[config.mk]
export PLATFORM = sky130hd
export DESIGN_NAME = dnn_acc_rd_dma
export DESIGN_NICKNAME = d
export VERILOG_FILES = /design/src/rtl/dnn_acc_rd_dma.sv
export SDC_FILE = /design/constraint.sdc
export NUM_CORES = 2
export LEC_CHECK = 0
export CAP_MARGIN = 15
export CORE_ASPECT_RATIO = 0.9
export CORE_MARGIN = 5
export CORE_UTILIZATION = 50
export DETAILED_ROUTE_END_ITERATION = 16
export PLACE_DENSITY = 0.71
export SLEW_MARGIN = 10
export SYNTH_ARGS = -nofsm -noshare
export SYNTH_HDL_FRONTEND = slang
export SYNTH_SLANG_ARGS = --single-unit
export TNS_END_PERCENT = 50
[constraint.sdc]
create_clock -name user_clk -period 13.7 [get_ports user_clk]
set_input_delay 2.055 -clock user_clk [delete_from_list [all_inputs] [get_ports user_clk]]
set_output_delay 2.055 -clock user_clk [all_outputs]
set_load 0.03 [all_outputs]
[src/rtl/dnn_acc_rd_dma.sv]
// AXI read-DMA master for the DNN accelerator.
// Turns a (start address, beat count) command into 64-bit INCR bursts on the user_axi
// AR/R channels. A burst never crosses a 4 KB boundary and is issued only when the data
// FIFO has room for every beat of it. Returned data is buffered and presented as a
// valid/ready stream whose last beat is flagged.
// Ports:
//   user_clk, user_reset_n       clock, asynchronous active-low reset
//   cmd_*                        command request (valid/ready, byte address, beat count)
//   user_axi_ar*                 read address channel (master side)
//   user_axi_r*                  read data channel (master side)
//   out_*                        output data stream toward the compute datapath
//   busy, done, err              status: in progress, completion pulse, sticky bad rresp
module dnn_acc_rd_dma #(
  parameter int unsigned FIFO_DEPTH = 32,
  parameter int unsigned MAX_BURST  = 16,
  parameter logic [5:0]  AXI_ID     = 6'd0
) (
  input  logic        user_clk,
  input  logic        user_reset_n,
  input  logic        cmd_valid,
  output logic        cmd_ready,
  input  logic [31:0] cmd_addr,
  input  logic [15:0] cmd_beats,
  output logic [31:0] user_axi_araddr,
  output logic [1:0]  user_axi_arburst,
  output logic [5:0]  user_axi_arid,
  output logic [3:0]  user_axi_arlen,
  output logic [2:0]  user_axi_arsize,
  output logic [3:0]  user_axi_arcache,
  output logic        user_axi_arvalid,
  input  logic        user_axi_arready,
  input  logic [63:0] user_axi_rdata,
  input  logic [5:0]  user_axi_rid,
  input  logic        user_axi_rlast,
  input  logic [1:0]  user_axi_rresp,
  input  logic        user_axi_rvalid,
  output logic        user_axi_rready,
  output logic [63:0] out_data,
  output logic        out_valid,
  input  logic        out_ready,
  output logic        out_last,
  output logic        busy,
  output logic        done,
  output logic        err
);
  localparam int unsigned PtrW = $clog2(FIFO_DEPTH);
  localparam int unsigned CntW = PtrW + 1;

  typedef enum logic [1:0] {StIdle, StIssue, StDrain} state_e;
  state_e state_q, state_d;

  logic [31:0]     addr_q, addr_d;
  logic [15:0]     remaining_q, remaining_d;
  logic [15:0]     beats_q, beats_d;
  logic [CntW-1:0] reserved_q, reserved_d;
  logic [4:0]      burst_q, burst_d;
  logic            arvalid_q, arvalid_d;
  logic [31:0]     araddr_q, araddr_d;
  logic [3:0]      arlen_q, arlen_d;
  logic            busy_q, busy_d;
  logic            done_q, done_d;
  logic            err_q, err_d;
  logic            rready_en_q;

  logic [63:0]     mem_q [FIFO_DEPTH];
  logic [PtrW-1:0] wptr_q, rptr_q;
  logic [CntW-1:0] count_q, count_d;
  logic [63:0]     out_data_q;
  logic            out_valid_q, out_valid_d;
  logic            out_last_q, out_last_d;
  logic [15:0]     out_cnt_q, out_cnt_d;

  logic            push, pop, accept;
  logic [9:0]      to_4k;
  logic [4:0]      burst;
  logic            credit_ok;
  logic            unused_inputs;

  assign unused_inputs = ^{user_axi_rid, user_axi_rlast};

  assign accept          = (state_q == StIdle) && cmd_valid;
  // Held low for the first cycle out of reset, then low only when the FIFO is full.
  assign user_axi_rready = rready_en_q && (count_q != CntW'(FIFO_DEPTH));
  assign push            = user_axi_rvalid && user_axi_rready;
  assign pop             = (count_q != '0) && (!out_valid_q || out_ready);

  // Burst length: limited by MAX_BURST, the beats left and the distance to the 4 KB page end.
  always_comb begin
    to_4k = 10'd512 - {1'b0, addr_q[11:3]};
    burst = 5'(MAX_BURST);
    if (remaining_q < 16'(burst)) burst = 5'(remaining_q);
    if (to_4k < 10'(burst))       burst = 5'(to_4k);
    // The output register counts as occupied space so the total held never exceeds FIFO_DEPTH.
    credit_ok = (32'(count_q) + 32'(out_valid_q) + 32'(reserved_q) + 32'(burst))
                <= FIFO_DEPTH;
  end

  always_comb begin
    state_d     = state_q;
    addr_d      = addr_q;
    remaining_d = remaining_q;
    beats_d     = beats_q;
    burst_d     = burst_q;
    arvalid_d   = arvalid_q;
    araddr_d    = araddr_q;
    arlen_d     = arlen_q;
    busy_d      = busy_q;
    done_d      = 1'b0;
    err_d       = err_q;
    reserved_d  = reserved_q;

    if (arvalid_q && user_axi_arready) reserved_d = reserved_q + CntW'(burst_q);
    if (push && (reserved_d != '0))    reserved_d = reserved_d - CntW'(1);
    if (push && (user_axi_rresp != 2'b00)) err_d = 1'b1;

    unique case (state_q)
      StIdle: begin
        if (cmd_valid) begin
          addr_d      = {cmd_addr[31:3], 3'b000};
          remaining_d = cmd_beats;
          beats_d     = cmd_beats;
          err_d       = 1'b0;
          busy_d      = 1'b1;
          state_d     = (cmd_beats == 16'd0) ? StDrain : StIssue;
        end
      end
      StIssue: begin
        if (arvalid_q) begin
          if (user_axi_arready) begin
            arvalid_d   = 1'b0;
            addr_d      = addr_q + (32'(burst_q) << 3);
            remaining_d = remaining_q - 16'(burst_q);
            if (remaining_d == 16'd0) state_d = StDrain;
          end
        end else if (credit_ok) begin
          arvalid_d = 1'b1;
          araddr_d  = addr_q;
          arlen_d   = 4'(burst - 5'd1);
          burst_d   = burst;
        end
      end
      StDrain: begin
        if ((reserved_q == '0) && (count_q == '0) && !out_valid_q) begin
          done_d  = 1'b1;
          busy_d  = 1'b0;
          state_d = StIdle;
        end
      end
      default: state_d = StIdle;
    endcase
  end

  always_comb begin
    count_d     = count_q + CntW'(push) - CntW'(pop);
    out_valid_d = out_valid_q;
    out_last_d  = out_last_q;
    out_cnt_d   = out_cnt_q;
    if (out_valid_q && out_ready) begin
      out_valid_d = 1'b0;
      out_last_d  = 1'b0;
    end
    if (pop) begin
      out_valid_d = 1'b1;
      out_last_d  = (out_cnt_q == beats_q - 16'd1);
      out_cnt_d   = out_cnt_q + 16'd1;
    end
    if (accept) out_cnt_d = '0;
  end

  // Storage array has no reset; the pointers and count define its contents.
  always_ff @(posedge user_clk) begin
    if (push) mem_q[wptr_q] <= user_axi_rdata;
  end

  always_ff @(posedge user_clk or negedge user_reset_n) begin
    if (!user_reset_n) begin
      state_q     <= StIdle;
      addr_q      <= '0;
      remaining_q <= '0;
      beats_q     <= '0;
      reserved_q  <= '0;
      burst_q     <= '0;
      arvalid_q   <= 1'b0;
      araddr_q    <= '0;
      arlen_q     <= '0;
      busy_q      <= 1'b0;
      done_q      <= 1'b0;
      err_q       <= 1'b0;
      rready_en_q <= 1'b0;
      wptr_q      <= '0;
      rptr_q      <= '0;
      count_q     <= '0;
      out_data_q  <= '0;
      out_valid_q <= 1'b0;
      out_last_q  <= 1'b0;
      out_cnt_q   <= '0;
    end else begin
      state_q     <= state_d;
      addr_q      <= addr_d;
      remaining_q <= remaining_d;
      beats_q     <= beats_d;
      reserved_q  <= reserved_d;
      burst_q     <= burst_d;
      arvalid_q   <= arvalid_d;
      araddr_q    <= araddr_d;
      arlen_q     <= arlen_d;
      busy_q      <= busy_d;
      done_q      <= done_d;
      err_q       <= err_d;
      rready_en_q <= 1'b1;
      count_q     <= count_d;
      out_valid_q <= out_valid_d;
      out_last_q  <= out_last_d;
      out_cnt_q   <= out_cnt_d;
      if (push) wptr_q <= wptr_q + PtrW'(1);
      if (pop) begin
        rptr_q     <= rptr_q + PtrW'(1);
        out_data_q <= mem_q[rptr_q];
      end
    end
  end

  assign cmd_ready        = (state_q == StIdle);
  assign user_axi_araddr  = araddr_q;
  assign user_axi_arlen   = arlen_q;
  assign user_axi_arvalid = arvalid_q;
  assign user_axi_arburst = 2'b01;
  assign user_axi_arid    = AXI_ID;
  assign user_axi_arsize  = 3'b011;
  assign user_axi_arcache = 4'b0011;
  assign out_data         = out_data_q;
  assign out_valid        = out_valid_q;
  assign out_last         = out_last_q;
  assign busy             = busy_q;
  assign done             = done_q;
  assign err              = err_q;

endmodule
==> results by group <==
Hold path
  • Hold depth: 1
  • Worst Hold Launch: user_axi_araddr[13]$_DFFE_PN0P_
  • Worst hold path type: reg -> reg
  • Worst Hold End: user_axi_araddr[13]$_DFFE_PN0P_

STA
  • Worst slew pin tran: 1.21 ns
  • Setup Skew: 0.0987 ns
  • Final setup TNS: 0 ns
  • Max Fclk: 0.157 GHz
  • Final min period: 6.38 ns
  • RSZ-0062 raised after global routing: false
  • Final setup violation count: 0
  • Rel. slew slack: 19.2%
  • Final hold vios: 0
  • Final period util: 46.6%
  • Hold_ws: 0.504 ns
  • Final count of pins violating max slew: 0

Global route
  • First-pass GRT wire length: 307 mm
  • Largest net degree at the start of global routing: 167
  • Grt ovf: 0
  • Most used routing layer: met2
  • Global Route Usage Sum: 22.8%
  • GR Util met1: 31.8%
  • GR Util met2: 37.2%
  • GR Util met3: 4.58%
  • Antenna violations before repair: 17
  • Number of global-route vias before repair: 43824

Worst setup path
  • CP Capture Type: flip-flop
  • Most common cell on crit path: ha_1
  • CP arrival: 7.05 ns
  • Critical Path, Cell by Cell: or3_1, nor3_1, and2_1, nand2_1, ha_1, a21o_1, a221o_1, a21oi_4, mux2i_1, fa_1, ha_1, a211oi_1, o21bai_1, nor4_1, o21ai_0, a22oi_2, buf_4, mux2_2
  • Max Fanout on Critical Path: 44
  • Reg-to-Reg End: user_axi_araddr[31]$_DFFE_PN0P_
  • WP data required: 14.37 ns
  • CP top delay family: simple AND/OR/NAND/NOR gates
  • Type of origin of the critical path: flip-flop
  • Crit path buf inv count: 1
  • R2R depth: 18
  • CP max stage delay: 0.50 ns
  • Setup slack, reg-to-reg: 7.32 ns
  • CP Class: reg -> reg
  • R2r startpoint: remaining_q[9]$_DFFE_PN0P_
  • Slowest cell on crit path: fa_1

Floorplan
  • Core area: 0.176 mm2
  • Starting density of the core: 50.3%
  • Die height: 409 um
  • Die X-Extent: 454 um
  • Placement Rows: 146
  • I/O pin total: 250
  • Die footprint: 0.186 mm2

Cells and area
  • Final Util: 57.5%
  • Area growth syn-to-layout: 14.2%
  • Finished Layout Cells: 7009
  • Nets: 4629
  • Share of cells above drive strength 1: 24.7%

Clocking
  • Clock transition at path regs: 0.06 ns
  • Post_cts resized: 0
  • Clock Path Buffers: 3
  • Post-CTS Hold Fix Bufs: 0
  • CTS tree: built
  • H-tree depth: 4
  • Total CTS buffers: 213
  • Post-CTS Setup Inserts: 0
  • Clock sinks: 2258
  • Clk root buf: clkbuf_16
  • Clock latency on the worst-skew pair: 0.88 ns

Synth
  • Adder-Cell Fraction of Synth Area: 0.876%
  • Async set or reset register ratio after synthesis: 9.30%
  • Yosys cell types: 73
  • Syn_area_per_cell: 21.4 um2
  • Sequential fraction of the synthesis area: 75.4%
  • Yosys warns: 0
  • #FFs+latches synth: 2258
  • Post-synthesis xor/xnor area fraction: 0.643%
  • Post-synthesis compound-gate area fraction: 1.99%
  • Number of flops mapped to enable cells by yosys: 2048
  • Syn Inst Count: 4134
  • Dominant synthesized flop cell: edfxtp_1
  • Largest family of logic cells by synthesized area: multiplexers
  • Mux share of post-synthesis cell area: 17.6%
  • Synthesized cell area: 0.0886 mm2
  • Simple-Gate Fraction of Synth Area: 2.28%

Detailed routing
  • DR vias/cell: 6.18
  • Initial DRC Count: 5604
  • Post-DRT Antenna Nets: 0
  • Total wire length: 211 mm
  • Pre-antenna DRT Iters: 7
  • Routed wire length per instance: 30.0 um
  • Vias: 43313
  • Drt drc: 0

Power and ir drop
  • VDD IR max: 0.213 mV
  • Leak pwr: 32.6 nW
  • Total Power: 0.0204 W
  • P per Cell Area: 202 mW/mm2

Placed design
  • Port Buffers: 221
  • Gpl congestion: 0.825
  • Placed Cells: 6599
  • Dpl hpwl: 108 mm

Status
  • Status: finished clean

Run
  • Max cap viols: 0
synthesized netlist by cell type (3+ instances only):
cell | number | area (um2)
o21bai_1 | 3 | 22.5
nor3b_1 | 3 | 22.5
nand2b_1 | 10 | 62.6
o311ai_0 | 3 | 26.3
edfxtp_1 | 2048 | 61500
o22a_1 | 9 | 78.8
or3_1 | 6 | 37.5
mux4_2 | 640 | 14400
dfrtp_1 | 210 | 5260
and2_1 | 5 | 31.3
mux2_2 | 33 | 372
nand3_1 | 20 | 100
nor2b_1 | 7 | 43.8
o22ai_1 | 11 | 68.8
a41oi_1 | 3 | 26.3
buf_4 | 18 | 135
clkbuf_1 | 159 | 597
inv_1 | 41 | 154
a21o_1 | 12 | 90.1
buf_2 | 3 | 15.0
a211oi_1 | 9 | 67.6
o31ai_1 | 6 | 45.0
xor2_1 | 28 | 245
nand4_1 | 17 | 106
xnor2_1 | 37 | 324
o2bb2ai_1 | 3 | 26.3
nor3_1 | 24 | 120
ha_1 | 46 | 576
and4_1 | 3 | 26.3
o21a_1 | 7 | 52.6
o211ai_1 | 3 | 22.5
a2bb2oi_1 | 3 | 26.3
a31oi_1 | 10 | 62.6
fa_1 | 10 | 200
o21ai_0 | 51 | 255
buf_1 | 51 | 191
a21oi_1 | 133 | 666
nand2_1 | 118 | 443
mux2i_1 | 76 | 761
and3_1 | 12 | 75.1
a22o_1 | 6 | 52.6
or4_1 | 10 | 75.1
nor4_1 | 17 | 106
nor2_1 | 173 | 649
final cells by class:
cell class / count / area [um2]
flip-flops and latches: 2258 / 66800
fillers: 12604 / 74900
well taps: 2368 / 2960
repair buffers: 313 / 3000
multi-input cells: 1619 / 21000
diodes: 12 / 30.0
inverters: 41 / 154
clock inverters: 104 / 1260
clock buffers: 294 / 5970
state kept, by name, indices dropped and copies added, names as in the netlist:
register	count
beats_q	16
state_q	2
rready_en_q	1
user_axi_arvalid	1
remaining_q	16
addr_q	29
mem_q	2048
done	1
reserved_q	6
burst_q	5
out_valid	1
out_last	1
count_q	6
user_axi_araddr	29
wptr_q	5
user_axi_arlen	4
busy	1
err	1
rptr_q	5
out_cnt_q	16
out_data	64
how the worst max path moves through the flow:
stage	from	endpoint	slack [ns]	cells after the start
5_1_grt	remaining_q[9]$_DFFE_PN0P_	user_axi_araddr[12]$_DFFE_PN0P_	6.93	18
3_5_place_dp	remaining_q[9]$_DFFE_PN0P_	user_axi_araddr[26]$_DFFE_PN0P_	7.39	18
2_1_floorplan	user_axi_rvalid	mem_q[30][0]$_DFFE_PP_	7.79	4
6_report	remaining_q[9]$_DFFE_PN0P_	user_axi_araddr[31]$_DFFE_PN0P_	7.32	18
4_1_cts	remaining_q[9]$_DFFE_PN0P_	user_axi_araddr[3]$_DFFE_PN0P_	7.34	18
3_3_place_gp	remaining_q[9]$_DFFE_PN0P_	user_axi_araddr[28]$_DFFE_PN0P_	7.33	18
report_power, final:
part           switching (W)  leakage (nW)  internal (W)
Combinational        0.00310          8.19       0.00293
Sequential          0.000426          21.0       0.00797
Clock                0.00258          3.48       0.00340
routing by layer:
metal	vias to the layer above	wire length (um)
met5	-	69
met4	10	5780
met3	322	19200
met2	2164	104000
met1	23031	81400
li1	17786	-
cells by family (layout without fill, tap and decap cells):
logic type               Yosys count  count (layout)
flip-flops                      2258            2258
AND/OR/NAND/NOR                  439             439
other                              2              31
XOR/XNOR                          65              65
adder cells (fa/ha/maj)           56              56
multiplexers                     750             750
buffers and inverters            274             752
AO/OA/AOI/OAI                    290             290
through the flow:
step,setup WS (ns),area (um2)
5_1_grt,6.93,101000
2_1_floorplan,7.79,88600
3_3_place_gp,7.33,93900
4_1_cts,7.34,101000
3_5_place_dp,7.39,93900
6_report,7.32,101000
layout by cell type (no fill, tap or decap), types with 9 or more instances in the layout:
cell,instances
edfxtp_1,2048
mux4_2,640
clkdlybuf4s50_1,220
clkbuf_16,213
dfrtp_1,205
nor2_1,140
a21oi_1,133
nand2_1,118
buf_4,85
mux2i_1,76
o21ai_0,51
clkbuf_1,47
ha_1,46
inv_1,41
xnor2_1,37
clkbuf_8,34
nor2_4,33
mux2_2,33
clkinv_2,29
xor2_1,28
clkinv_1,26
nor3_1,24
nand3_1,20
conb_1,19
nand4_1,17
nor4_1,17
bufinv_16,17
clkinvlp_4,16
diode_2,12
a21o_1,12
and3_1,12
o22ai_1,11
or4_1,10
a31oi_1,10
nand2b_1,10
fa_1,10
a211oi_1,9
o22a_1,9
clkinv_16,9
(Power assumes the default switching activity.)
